### config.mk
export PLATFORM = sky130hd
export DESIGN_NAME = vec_reduce_xcel_flat
export DESIGN_NICKNAME = d
export VERILOG_FILES = /design/src/rtl/vec_reduce_pkg.sv /design/src/rtl/vec_reduce_xcel_if.sv /design/src/rtl/vec_reduce_alu.sv /design/src/rtl/vec_reduce_xcel.sv /design/src/flat_wrapper.sv
export SDC_FILE = /design/constraint.sdc
export NUM_CORES = 1
export LEC_CHECK = 0
export ABC_AREA = 1
export CAP_MARGIN = 20
export CORE_MARGIN = 2
export CORE_UTILIZATION = 45
export CTS_BUF_LIST = sky130_fd_sc_hd__clkbuf_4
export CTS_CLUSTER_SIZE = 25
export DETAILED_ROUTE_END_ITERATION = 6
export GPL_ROUTABILITY_DRIVEN = 0
export MAX_ROUTING_LAYER = met4
export PLACE_DENSITY_LB_ADDON = 0.12
export SLEW_MARGIN = 0
export SYNTH_ARGS = -nofsm -noshare
export SYNTH_HDL_FRONTEND = slang
export SYNTH_HIERARCHICAL = 1
export SYNTH_SLANG_ARGS = --single-unit
### constraint.sdc
create_clock -name clk -period 6.8 [get_ports clk]
set_input_delay 1.02 -clock clk [delete_from_list [all_inputs] [get_ports clk]]
set_output_delay 1.02 -clock clk [all_outputs]
set_load 0.05 [all_outputs]
### src/rtl/vec_reduce_pkg.sv
// Shared types and constants for the vector-reduction accelerator.
package vec_reduce_pkg;

    typedef enum logic [1:0] {
        SUM = 2'd0,
        MAX = 2'd1,
        MIN = 2'd2,
        XOR = 2'd3
    } mode_t;

    typedef enum logic [1:0] {
        IDLE = 2'd0,
        REQ  = 2'd1,
        WAIT = 2'd2,
        DONE = 2'd3
    } state_t;

    // Byte stride between consecutive elements.
    localparam int c_word_bytes = 4;

endpackage

### src/rtl/vec_reduce_xcel_if.sv
// Memory-side bus: val/rdy request channel and val-only response channel.
interface vec_reduce_xcel_if #(
    parameter int p_addr_nbits = 16,
    parameter int p_data_nbits = 32
);
    logic                    memreq_val;
    logic                    memreq_rdy;
    logic [p_addr_nbits-1:0] memreq_addr;
    logic                    memresp_val;
    logic [p_data_nbits-1:0] memresp_data;

    // Accelerator side issues requests and consumes responses.
    modport master (
        output memreq_val,
        output memreq_addr,
        input  memreq_rdy,
        input  memresp_val,
        input  memresp_data
    );

    // Memory side accepts requests and returns data.
    modport slave (
        input  memreq_val,
        input  memreq_addr,
        output memreq_rdy,
        output memresp_val,
        output memresp_data
    );
endinterface

### src/rtl/vec_reduce_alu.sv
// Reduction operator and per-mode identity value (purely combinational).
module vec_reduce_alu
    import vec_reduce_pkg::*;
#(
    parameter int p_data_nbits = 32
) (
    input  mode_t                   mode,
    input  logic [p_data_nbits-1:0] a,
    input  logic [p_data_nbits-1:0] b,
    output logic [p_data_nbits-1:0] out,
    output logic [p_data_nbits-1:0] identity
);

    // Fold b into a; MAX/MIN keep a on a tie.
    always_comb begin
        out = a;
        case (mode)
            SUM: out = a + b;
            MAX: out = ($signed(b) > $signed(a)) ? b : a;
            MIN: out = ($signed(b) < $signed(a)) ? b : a;
            XOR: out = a ^ b;
            default: out = a;
        endcase
    end

    // Starting value that leaves the first element unchanged.
    always_comb begin
        identity = '0;
        case (mode)
            MAX: identity = {1'b1, {(p_data_nbits-1){1'b0}}};
            MIN: identity = {1'b0, {(p_data_nbits-1){1'b1}}};
            default: identity = '0;
        endcase
    end

endmodule

### src/rtl/vec_reduce_xcel.sv
// Vector-reduction accelerator: streams words from memory, one request
// outstanding at a time, and folds them into a result register.
//
//   state | meaning
//   IDLE  | waiting for go; operands latched on acceptance
//   REQ   | request for the current element presented to memory
//   WAIT  | request accepted, waiting for the response word
//   DONE  | one-cycle done pulse, result final
module vec_reduce_xcel
    import vec_reduce_pkg::*;
#(
    parameter int p_data_nbits = 32,
    parameter int p_addr_nbits = 16,
    parameter int p_size_nbits = 14
) (
    input  logic                    clk,
    input  logic                    rst,
    input  logic                    go,
    input  logic [p_size_nbits-1:0] size,
    input  logic [p_addr_nbits-1:0] base_addr,
    input  logic [1:0]              mode,
    output logic                    busy,
    output logic                    done,
    output logic [p_data_nbits-1:0] result,
    vec_reduce_xcel_if.master       mem
);

    state_t                  state_q, state_d;
    logic [p_addr_nbits-1:0] addr_q, addr_d;
    logic [p_size_nbits-1:0] count_q, count_d;
    logic [p_size_nbits-1:0] size_q, size_d;
    mode_t                   mode_q, mode_d;
    logic [p_data_nbits-1:0] result_q, result_d;

    mode_t                   alu_mode;
    logic [p_data_nbits-1:0] alu_out;
    logic [p_data_nbits-1:0] alu_ident;
    logic [p_size_nbits-1:0] count_inc;
    logic [p_addr_nbits-1:0] addr_inc;
    logic                    go_accept;
    logic                    resp_fire;
    logic                    last_elem;

    // In IDLE the ALU sees the incoming mode so the identity is ready on go.
    assign alu_mode  = (state_q == IDLE) ? mode_t'(mode) : mode_q;
    assign count_inc = count_q + 1'b1;
    assign addr_inc  = addr_q + p_addr_nbits'(c_word_bytes);
    assign go_accept = (state_q == IDLE) && go;
    assign resp_fire = (state_q == WAIT) && mem.memresp_val;
    assign last_elem = (count_inc == size_q);

    vec_reduce_alu #(.p_data_nbits(p_data_nbits)) u_alu (
        .mode     (alu_mode),
        .a        (result_q),
        .b        (mem.memresp_data),
        .out      (alu_out),
        .identity (alu_ident)
    );

    // State register.
    always_ff @(posedge clk) begin
        if (rst) state_q <= IDLE;
        else     state_q <= state_d;
    end

    // Next-state logic.
    always_comb begin
        state_d = state_q;
        case (state_q)
            IDLE: if (go)              state_d = (size == '0) ? DONE : REQ;
            REQ:  if (mem.memreq_rdy)  state_d = WAIT;
            WAIT: if (mem.memresp_val) state_d = last_elem ? DONE : REQ;
            DONE:                      state_d = IDLE;
            default:                   state_d = IDLE;
        endcase
    end

    // Datapath registers: address, count, latched operands and result.
    always_ff @(posedge clk) begin
        if (rst) begin
            addr_q   <= '0;
            count_q  <= '0;
            size_q   <= '0;
            mode_q   <= SUM;
            result_q <= '0;
        end else begin
            addr_q   <= addr_d;
            count_q  <= count_d;
            size_q   <= size_d;
            mode_q   <= mode_d;
            result_q <= result_d;
        end
    end

    // Datapath next values: load on accepted go, advance on each response.
    always_comb begin
        addr_d   = addr_q;
        count_d  = count_q;
        size_d   = size_q;
        mode_d   = mode_q;
        result_d = result_q;
        if (go_accept) begin
            addr_d   = base_addr;
            count_d  = '0;
            size_d   = size;
            mode_d   = mode_t'(mode);
            result_d = alu_ident;
        end else if (resp_fire) begin
            addr_d   = addr_inc;
            count_d  = count_inc;
            result_d = alu_out;
        end
    end

    // Moore outputs decoded from the state.
    always_comb begin
        busy            = (state_q != IDLE);
        done            = (state_q == DONE);
        mem.memreq_val  = (state_q == REQ);
        mem.memreq_addr = addr_q;
        result          = result_q;
    end

endmodule

### src/flat_wrapper.sv
// flat-port wrapper written by rule: the top's interface ports become plain ports
module vec_reduce_xcel_flat import vec_reduce_pkg::*;
#(
    parameter int p_data_nbits = 32,
    parameter int p_addr_nbits = 16,
    parameter int p_size_nbits = 14
)
  (clk, rst, go, size, base_addr, mode, busy, done, result, mem_memreq_val, mem_memreq_addr, mem_memreq_rdy, mem_memresp_val, mem_memresp_data);
  vec_reduce_xcel_if #(.p_addr_nbits(p_addr_nbits), .p_data_nbits(p_data_nbits)) mem_i ();
  input  logic clk;
  input  logic rst;
  input  logic go;
  input  logic [p_size_nbits-1:0] size;
  input  logic [p_addr_nbits-1:0] base_addr;
  input  logic [1:0] mode;
  output logic busy;
  output logic done;
  output logic [p_data_nbits-1:0] result;
  output wire logic [$bits(mem_i.memreq_val)-1:0] mem_memreq_val;
  output wire logic [$bits(mem_i.memreq_addr)-1:0] mem_memreq_addr;
  input wire logic [$bits(mem_i.memreq_rdy)-1:0] mem_memreq_rdy;
  input wire logic [$bits(mem_i.memresp_val)-1:0] mem_memresp_val;
  input wire logic [$bits(mem_i.memresp_data)-1:0] mem_memresp_data;
  assign mem_memreq_val = mem_i.memreq_val;
  assign mem_memreq_addr = mem_i.memreq_addr;
  assign mem_i.memreq_rdy = mem_memreq_rdy;
  assign mem_i.memresp_val = mem_memresp_val;
  assign mem_i.memresp_data = mem_memresp_data;
  vec_reduce_xcel #(.p_data_nbits(p_data_nbits), .p_addr_nbits(p_addr_nbits), .p_size_nbits(p_size_nbits)) u_core (.clk(clk), .rst(rst), .go(go), .size(size), .base_addr(base_addr), .mode(mode), .busy(busy), .done(done), .result(result), .mem(mem_i));
endmodule
==> impl_metrics.csv <==
group,metric,value,unit
clocking,cts_tree,"yes",
layout,synthToLayoutAreaGrowth,12.9,%
detailed_routing,finalWirelength,28.4,mm
yosys,syn_avg_cell_area,5.75,sq um
grt,grt_busiest_layer,"met2",
clocking,clkSinkCount,80,
clocking,cts_hold_buffers,0,
worst_setup_path,crit_type,"in -> reg",
timing,worst_pin_slew,0.945,ns
clocking,post_cts_buffers,0,
detailed_routing,num_vias,10256,
die,rows,52,
die,die_w,146,um
worst_setup_path,rrSetupSlack,2.77,ns
yosys,ys_ff_latch,80,
layout,fin_nets,1761,
flow_run,cap_violations,0,
clocking,cts_buffers,9,
place,dp_hpwl,19.9,mm
yosys,synth_edf_count,0,
worst_setup_path,setup.worst_path.start,"mem_memresp_data[27]",
worst_setup_path,rr_endpoint,"u_core/result[24]",
die,start_util,45.4,%
timing,min_period,4.56,ns
worst_setup_path,crit_path_frequent_cell,"nand2_1",
timing,hold_viol_final,0,
grt,antenna_found_initial,1,
yosys,synthCells,1587,
worst_setup_path,slowest_delay,0.85,ns
detailed_routing,via_per_inst,5.39,
clocking,cts_buffer_depth,2,
clocking,htree_levels,3,
grt,globalRouteOverflowTotal,0,
grt,grt_pass1_wl,46.6,mm
worst_setup_path,crit_path_end,"u_core/result[24]",
pwr,power.leakage,4.72,nW
yosys,ys_seq_area_share,17.5,%
layout,layout_commonest_cell,"nand2_1",
detailed_routing,drcViolationCount,0,
yosys,synth-async-reset-ratio,0,%
clocking,path_clk_slew,0.15,ns
place,io_buffer_count,119,
grt,grtUsageMet3,4.97,%
timing,clock.fmax,0.219,GHz
pwr,power.total,2.40,mW
hold_path,whs_path_depth,2,
die,die_y,146,um
grt,grtUsageMet2,44.3,%
timing,setup_viol,0,
pwr,p_per_area,233,mW/mm^2
worst_setup_path,reg2reg_from,"u_core/result[27]",
die,io_pins,120,
worst_setup_path,arrival,4.98,ns
detailed_routing,ant_nets,0,
detailed_routing,dr.pass1.iters,5,
die,coreArea,0.0201,sq mm
timing,relSlewSlack,36.8,%
worst_setup_path,critPathSlowestCell,"nand3_2",
grt,grt_max_degree,79,
worst_setup_path,crit_path_start_kind,"input port",
layout,mostFrequentLayoutCells,"nand2_1, nand3_1, inv_1",
worst_setup_path,crit_chain,"clkdlybuf4s50_1, ha_1, a21oi_1, o21ai_0, nand2_1, nand2_1, a21oi_2, nand2_2, nand2_4, nand3_2, nand2_1, nand3_1, nand3_1, nor2_1, nor2_1, o21ai_0, a21oi_1",
detailed_routing,drtIter0Drc,672,
clocking,cts_resized,0,
hold_path,hold_path.class,"reg -> reg",
outcome,status,"finished, final reports clean",
worst_setup_path,reg2regPathDepth,17,
yosys,synthDistinctLibCells,44,
clocking,root_buffer,"clkbuf_4",
clocking,clock_latency,0.48,ns
layout,regArea,0.00160,sq mm
timing,skew,0.0188,ns
timing,setup_tns,0,ns
timing,slew_violations,0,
worst_setup_path,path_max_fanout,64,
timing,timing.final.crit_share,67.1,%
pwr,ir_drop,0.134,mV
layout,drive_gt1_share,4.23,%
yosys,synth_warnings,6,
grt,met1_usage,34.1,%
worst_setup_path,critical_path_required,7.21,ns
worst_setup_path,end_kind,"flip-flop",
yosys,synth_ff_type,"dfxtp_1",
detailed_routing,wire_per_inst,14.9,um
yosys,syn_area,0.00913,sq mm
die,die-area,0.0214,sq mm
grt,grt_pass1_vias,9525,
yosys,syn_nets,1722,
timing,rsz0062_at_grt,"false",
grt,grtUsageTotal,27.0,%
layout,multi_input_area,0.00607,sq mm
layout,fillers,2142,
-- worst max-delay path: cells and delay by family --
kind | cells | cell delay [ns]
and+or+nand+nor | 10 | 2.27
AOI/OAI and AO/OA | 5 | 0.81
adders and majority gates | 1 | 0.38
buffers and inverters | 1 | 0.47
-- Yosys cell counts, drive strengths merged (5+ instances only) --
cell type	n	area [sq um]
a21oi	121	613
a31oi	7	43.8
buf	70	470
clkbuf	30	113
dfxtp	80	1600
ha	65	813
inv	238	896
nand2	326	1250
nand3	237	1200
nand3b	5	37.5
nand4	46	288
nor2	178	708
nor3	20	125
o211ai	10	75.1
o21ai	109	546
o21bai	9	71.3
xor2	5	43.8
-- cells by family (layout without fill, tap and decap cells) --
group	after synthesis	count (layout)	share of synthesized area, %
other cells	0	1	0
simple gates	823	823	40.2
buf+inv	338	382	16.2
fa+ha+maj	66	66	9.13
compound gates	273	273	16.2
xor+xnor	7	7	0.671
flops	80	80	17.5
-- sequential cells by signal, indices dropped and copies added, names as in the netlist --
name / count
u_core/count_q: 14
u_core/mem.memreq_addr: 16
u_core/mode_q: 2
u_core/result: 32
u_core/size_q: 14
u_core/state_q: 2
-- power by group --
part	total (mW)	internal [mW]	switching, mW
sequential	0.590	0.529	0.0613
clock	0.329	0.116	0.213
combinational	1.49	0.490	0.996
-- worst min-delay path by stage --
stage / endpoint / from
3_5_place_dp: u_core/mode_q[0] / u_core/mode_q[0]
3_3_place_gp: u_core/mode_q[1] / u_core/mode_q[1]
2_1_floorplan: u_core/mode_q[0] / u_core/mode_q[0]
5_1_grt: u_core/mode_q[1] / u_core/mode_q[1]
4_1_cts: u_core/mode_q[0] / u_core/mode_q[0]
6_report: u_core/mode_q[1] / u_core/mode_q[1]
-- cell type report --
cell class              instances  share of cell area, %
well taps                     270                   3.28
multi-input cells            1169                   58.8
diodes                          1                 0.0243
clock inverters                 7                  0.752
clock buffers                   9                  0.655
flip-flops and latches         80                   15.5
repair buffers                128                   12.2
inverters                     238                   8.69
-- per-stage QoR --
step / cells / hold WS [ns] / utilization (%) / worst slack (ns) / instance area, sq um
2_1_floorplan: 1587 / 0.425 / - / 3.71 / 9130
3_3_place_gp: 1884 / 0.435 / 50.5 / 1.90 / 10100
3_5_place_dp: 1884 / 0.443 / 50.5 / 1.82 / 10100
6_report: 1902 / 0.462 / 51.3 / 2.24 / 10300
5_1_grt: 1902 / 0.481 / 51.3 / 1.84 / 10300
4_1_cts: 1900 / 0.464 / 51.2 / 2.33 / 10300
-- layer usage --
layer,vias up,share of wire [%]
met5,-,0
met4,0,2.0
met3,47,7.0
met2,354,46
met1,4611,45
li1,5244,-
(Power assumes the default switching activity.)
